[config.mk]
export PLATFORM = sky130hd
export DESIGN_NAME = ps2_kbd_decode
export DESIGN_NICKNAME = d
export VERILOG_FILES = /design/src/rtl/ps2_kbd_decode.sv
export SDC_FILE = /design/constraint.sdc
export NUM_CORES = 1
export LEC_CHECK = 0
export CAP_MARGIN = 20
export CELL_PAD_IN_SITES_DETAIL_PLACEMENT = 1
export CELL_PAD_IN_SITES_GLOBAL_PLACEMENT = 1
export CORE_MARGIN = 2
export CORE_UTILIZATION = 40
export CTS_CLUSTER_SIZE = 10
export DETAILED_ROUTE_END_ITERATION = 8
export PLACE_DENSITY = 0.72
export SYNTH_ARGS = -nofsm -noshare
export SYNTH_HDL_FRONTEND = slang
export SYNTH_SLANG_ARGS = --single-unit
[constraint.sdc]
create_clock -name clk -period 3.2 [get_ports clk]
set_input_delay 0.32 -clock clk [delete_from_list [all_inputs] [get_ports clk]]
set_output_delay 0.32 -clock clk [all_outputs]
set_load 0.03 [all_outputs]
[src/rtl/ps2_kbd_decode.sv]
// PS/2 set-2 scancode decoder: strips E0/E1/F0 prefixes, queues key events in a
// small FIFO and tracks modifier/caps-lock state.
module ps2_kbd_decode #(
    parameter int unsigned DEPTH = 8
) (
    input  logic       clk,
    input  logic       rst,
    input  logic       rdy,
    input  logic [7:0] data,
    output logic       done,
    output logic       ev_valid,
    output logic [7:0] ev_code,
    output logic       ev_break,
    output logic       ev_ext,
    input  logic       ev_pop,
    output logic [6:0] mods,
    output logic       overrun,
    output logic       err,
    input  logic       err_clr
);

    localparam int unsigned AW = $clog2(DEPTH);

    typedef enum logic [2:0] {IDLE, BRK, EXT, EXTBRK, PAUSE} state_t;

    state_t     state_q, state_d;
    logic [2:0] cnt_q, cnt_d;

    logic       emit;
    logic [7:0] em_code;
    logic       em_brk;
    logic       em_ext;
    logic       err_set;

    assign done = rdy;

    always_ff @(posedge clk or posedge rst) begin
        if (rst) begin
            state_q <= IDLE;
            cnt_q   <= '0;
        end else begin
            state_q <= state_d;
            cnt_q   <= cnt_d;
        end
    end

    always_comb begin
        state_d = state_q;
        cnt_d   = cnt_q;
        emit    = 1'b0;
        em_code = data;
        em_brk  = 1'b0;
        em_ext  = 1'b0;
        err_set = 1'b0;
        if (rdy) begin
            case (state_q)
                IDLE: begin
                    case (data)
                        8'hE0: state_d = EXT;
                        8'hF0: state_d = BRK;
                        8'hE1: begin
                            state_d = PAUSE;
                            cnt_d   = 3'd7;
                        end
                        8'hAA, 8'hFA, 8'hEE: ;
                        8'h00, 8'hFF, 8'hFC, 8'hFD: err_set = 1'b1;
                        default: emit = 1'b1;
                    endcase
                end
                EXT: begin
                    state_d = IDLE;
                    case (data)
                        8'hF0: state_d = EXTBRK;
                        8'h12, 8'h59: ;
                        8'hE0, 8'hE1: err_set = 1'b1;
                        default: begin
                            emit   = 1'b1;
                            em_ext = 1'b1;
                        end
                    endcase
                end
                BRK: begin
                    state_d = IDLE;
                    case (data)
                        8'hF0, 8'hE0, 8'hE1: err_set = 1'b1;
                        default: begin
                            emit   = 1'b1;
                            em_brk = 1'b1;
                        end
                    endcase
                end
                EXTBRK: begin
                    state_d = IDLE;
                    case (data)
                        8'h12, 8'h59: ;
                        8'hF0, 8'hE0, 8'hE1: err_set = 1'b1;
                        default: begin
                            emit   = 1'b1;
                            em_brk = 1'b1;
                            em_ext = 1'b1;
                        end
                    endcase
                end
                PAUSE: begin
                    // Pause/Break body bytes are skipped; the last one produces the event.
                    cnt_d = cnt_q - 3'd1;
                    if (cnt_q <= 3'd1) begin
                        cnt_d   = '0;
                        state_d = IDLE;
                        emit    = 1'b1;
                        em_code = 8'h77;
                        em_ext  = 1'b1;
                    end
                end
                default: state_d = IDLE;
            endcase
        end
    end

    logic [9:0]  mem_q [DEPTH];
    logic [AW:0] wr_ptr_q, rd_ptr_q;
    logic        empty, full, pop_ok, push, drop;

    assign empty  = (wr_ptr_q == rd_ptr_q);
    assign full   = (wr_ptr_q[AW] != rd_ptr_q[AW]) &&
                    (wr_ptr_q[AW-1:0] == rd_ptr_q[AW-1:0]);
    assign pop_ok = ev_pop && !empty;
    assign push   = emit && (!full || pop_ok);
    assign drop   = emit && full && !pop_ok;

    always_ff @(posedge clk or posedge rst) begin
        if (rst) begin
            wr_ptr_q <= '0;
            rd_ptr_q <= '0;
        end else begin
            if (push)   wr_ptr_q <= wr_ptr_q + 1'b1;
            if (pop_ok) rd_ptr_q <= rd_ptr_q + 1'b1;
        end
    end

    always_ff @(posedge clk) begin
        if (push) mem_q[wr_ptr_q[AW-1:0]] <= {em_ext, em_brk, em_code};
    end

    assign ev_valid = !empty;
    assign {ev_ext, ev_break, ev_code} = mem_q[rd_ptr_q[AW-1:0]];

    logic [6:0] mods_q, mods_d;
    logic       held_q, held_d;
    logic       err_q, err_d, ovr_q, ovr_d;

    // Modifier state follows decoded events even when the FIFO drops them.
    always_comb begin
        mods_d = mods_q;
        held_d = held_q;
        if (emit) begin
            case (em_code)
                8'h12: mods_d[0] = !em_brk;
                8'h59: mods_d[1] = !em_brk;
                8'h14: if (em_ext) mods_d[3] = !em_brk; else mods_d[2] = !em_brk;
                8'h11: if (em_ext) mods_d[5] = !em_brk; else mods_d[4] = !em_brk;
                8'h58: begin
                    if (!em_brk) begin
                        if (!held_q) mods_d[6] = !mods_q[6];
                        held_d = 1'b1;
                    end else begin
                        held_d = 1'b0;
                    end
                end
                default: ;
            endcase
        end
    end

    assign err_d = err_set | (err_q & ~err_clr);
    assign ovr_d = drop | (ovr_q & ~err_clr);

    always_ff @(posedge clk or posedge rst) begin
        if (rst) begin
            mods_q <= '0;
            held_q <= 1'b0;
            err_q  <= 1'b0;
            ovr_q  <= 1'b0;
        end else begin
            mods_q <= mods_d;
            held_q <= held_d;
            err_q  <= err_d;
            ovr_q  <= ovr_d;
        end
    end

    assign mods    = mods_q;
    assign err     = err_q;
    assign overrun = ovr_q;

endmodule

==> impl_metrics.json <==
{
  "hpwl_mm": 7.00,
  "start_util": 0.410,
  "tritoncts": "built",
  "finalMaxSlewViolations": 0,
  "avgSynthCellArea_um2": 15.6,
  "port_buffers": 33,
  "clk_latency_ns": 0.34,
  "postCtsResizedCells": 0,
  "holdPathStages": 1,
  "worstPathMaxFanout": 24,
  "cap_violations": 0,
  "status": "completed",
  "grt_pass1_vias": 2831,
  "vias": 2693,
  "rsz0062_at_grt": "false",
  "r2r_end": "mem_q[6][1]",
  "synth_area_leaders": "edfxtp_1, dfrtp_1, mux4_2, mux2_2, xnor2_1",
  "fin_crit_sh": 0.901,
  "setup_viol": 0,
  "p_per_area_nw_per_um2": 803,
  "cts_hold_buf": 0,
  "met3_length_um": 296,
  "dp.cells": 475,
  "drc": 0,
  "cp_cell_sequence": "buf_4 -> mux4_2 -> mux2_2 -> clkdlybuf4s50_1",
  "cp_slowest_cell": "mux4_2",
  "syn_inst": 301,
  "cts_setup_buffers": 0,
  "synth.yosys.seq_area_share": 0.641,
  "clkSinkCount": 104,
  "diodes": 0,
  "slowest_delay_ns": 0.60,
  "path_class": "reg2out",
  "synth_ff_type": "edfxtp_1",
  "ys_seq_elements": 104,
  "fp-row-count": 39,
  "top_layer": "met4",
  "crit_buf_inv": 2,
  "num-nets-final": 360,
  "netlist_area_um2": 4680,
  "hold_end": "mods[6]",
  "drt-met1-wl_mm": 4.42,
  "comb_power_share": 0.357,
  "netlist-cell-type-count": 53,
  "area_growth_pct": 17.7,
  "post-route-util": 0.483,
  "end_kind": "output port",
  "clk_pin_slew_ns": 0.07,
  "synth_edf_count": 80,
  "worst_pin_slew_ns": 0.962,
  "dr.pass1.iters": 4,
  "clk_path_buf_depth": 2,
  "hold_start": "mods[6]",
  "ir_worst_vdd_mv": 0.371,
  "synth_top_area_cell": "edfxtp_1",
  "hold_violations": 0,
  "wl_per_cell_um": 20.3,
  "power.switching_uw": 1400,
  "drt_wl_total_mm": 9.95,
  "synth_warnings": 0,
  "vias_per_cell": 5.48,
  "met2_length_mm": 5.02,
  "grt_pass1_wl_mm": 16.0,
  "r2r-start": "state_q[0]",
  "seq_power_share": 0.403,
  "p_leak_uw": 0.00196,
  "syn-num-nets": 318,
  "die_w_um": 112,
  "antenna_left": 0,
  "cts-root-buf": "clkbuf_16",
  "pwr-share-clk": 0.240,
  "worstRegToRegCells": 5,
  "htree_levels": 3,
  "r2r_slack_ns": 0.47,
  "whs_ns": 0.469,
  "critical-path-top-delay-family": "buffers and inverters",
  "fin_crit_ns": 2.88,
  "routabilityCongestion": 0.823,
  "synthArstFlopShare": 0.231,
  "fin_skew_ns": 0.00621,
  "holdCritPathClass": "reg2reg",
  "io_pins": 34,
  "slew_headroom": 0.358,
  "worst_setup_path_start_kind": "flip-flop",
  "antenna_found_initial": 0,
  "arrival_ns": 2.56,
  "swShare": 0.316,
  "die_area_um2": 12600,
  "finalNonFillerCells": 491,
  "max_freq_ghz": 0.347,
  "critPathRequiredTime_ns": 2.88,
  "grt_remaining_overflow": 0,
  "fin_setup_tns_ns": 0,
  "numCtsBuffers": 9,
  "core_um2": 11400,
  "power.internal_uw": 3030,
  "grt_start_max_net_pins": 25,
  "yosysTopAreaCellShare": 0.513,
  "drt_iter0_drc": 124,
  "grt_usage": 0.169,
  "drive_gt1_frac": 0.239,
  "die_y_um": 112
}
registers in the layout (all words and copies together), names as in the netlist:
register and count:
cnt_q 3, held_q 1, state_q 3, rd_ptr_q 4, mem_q 80, err 1, overrun 1, mods 7
wr_ptr_q 4
worst max path at each step:
stage | end | depth (start not counted) | start
after global routing | mem_q[6][1] | 8 | data[3]
after global placement | mem_q[5][3] | 7 | data[3]
final | ev_code[4] | 4 | rd_ptr_q[0]
after detailed placement | mem_q[6][5] | 7 | data[6]
after floorplan | mem_q[0][0] | 7 | state_q[2]
after CTS | ev_code[4] | 4 | rd_ptr_q[0]
routing by layer:
| metal | up-vias | global-route usage |
|---|---|---|
| met1 | 1389 | 0.224 |
| met4 | 0 | 0.0699 |
| met3 | 13 | 0.0232 |
| met5 | - | 0 |
| met2 | 54 | 0.283 |
| li1 | 1237 | - |
cell usage after synthesis, drive strengths merged, types with 6 or more instances:
| library cell | count |
|---|---|
| edfxtp | 80 |
| dfrtp | 24 |
| mux4 | 20 |
| nand2 | 18 |
| mux2 | 15 |
| o21ai | 14 |
| nor2 | 11 |
| inv | 10 |
| clkbuf | 9 |
| or2 | 9 |
| xnor2 | 9 |
| buf | 8 |
| nand3 | 8 |
| nor3 | 7 |
| nand4 | 6 |
layout by cell type (no fill, tap or decap), types with 2 or more instances in the layout:
cell | Yosys | routed
o21ai_0 | 13 | 13
nor4b_4 | 3 | 3
inv_1 | 10 | 10
a31oi_1 | 3 | 3
clkinv_4 | 0 | 2
buf_4 | 3 | 15
clkinv_1 | 0 | 2
and3b_1 | 2 | 2
or2_2 | 9 | 9
xor2_1 | 3 | 3
nand2b_1 | 3 | 3
nand2_1 | 17 | 17
nor4_1 | 3 | 2
mux4_2 | 20 | 20
mux2_2 | 13 | 13
and4b_1 | 2 | 2
nand4_1 | 6 | 6
edfxtp_1 | 80 | 80
nor3b_1 | 2 | 2
a22o_1 | 2 | 2
o22ai_1 | 2 | 2
a21oi_1 | 2 | 2
nand3_1 | 7 | 7
nor2b_1 | 4 | 4
xnor2_1 | 9 | 9
nor2_1 | 11 | 11
clkdlybuf4s50_1 | 0 | 33
clkbuf_16 | 0 | 9
dfrtp_1 | 24 | 24
and2_1 | 2 | 2
nor3_1 | 6 | 6
ha_1 | 4 | 4
worst reg2reg max path, cell delays in order (launching register included):
cell	delay, ns
dfrtp_1	0.47
or2_2	0.36
a311oi_1	0.37
a21o_4	0.25
nand3_1	0.15
nor2_1	0.75
power by group through the flow:
| stage | Sequential [uW] | Combinational, uW | Clock [uW] |
|---|---|---|---|
| 2_1_floorplan | 1770 | 1130 | 0 |
| 3_3_place_gp | 1800 | 1560 | 0 |
| 3_5_place_dp | 1810 | 1610 | 0 |
| 4_1_cts | 1790 | 1620 | 1090 |
| 5_1_grt | 1810 | 1690 | 1140 |
| 6_report | 1780 | 1580 | 1060 |
through the flow:
stage	total power, uW	cell area [um2]	worst slack [ns]
finish	4430	5510	0.316
global route	4640	5510	0.182
CTS	4490	5510	0.261
detailed placement	3420	5230	0.0398
global placement	3360	5230	0.205
floorplan	2900	4680	0.448
cell families after synthesis:
| family | Yosys count | synth area share |
|---|---|---|
| fa+ha+maj | 4 | 0.0107 |
| compound gates | 33 | 0.0486 |
| simple gates | 86 | 0.118 |
| flops | 104 | 0.641 |
| mux | 35 | 0.133 |
| buf+inv | 27 | 0.0267 |
| xor+xnor | 12 | 0.0224 |
final cells by class:
cell class	instances	area [um2]
flip-flops and latches	104	3000
clock inverters	6	60.1
clock buffers	10	229
inverters	10	37.5
multi-input cells	170	1560
well taps	143	179
repair buffers	48	443
fillers	1138	5900
(Power assumes the default switching activity.)
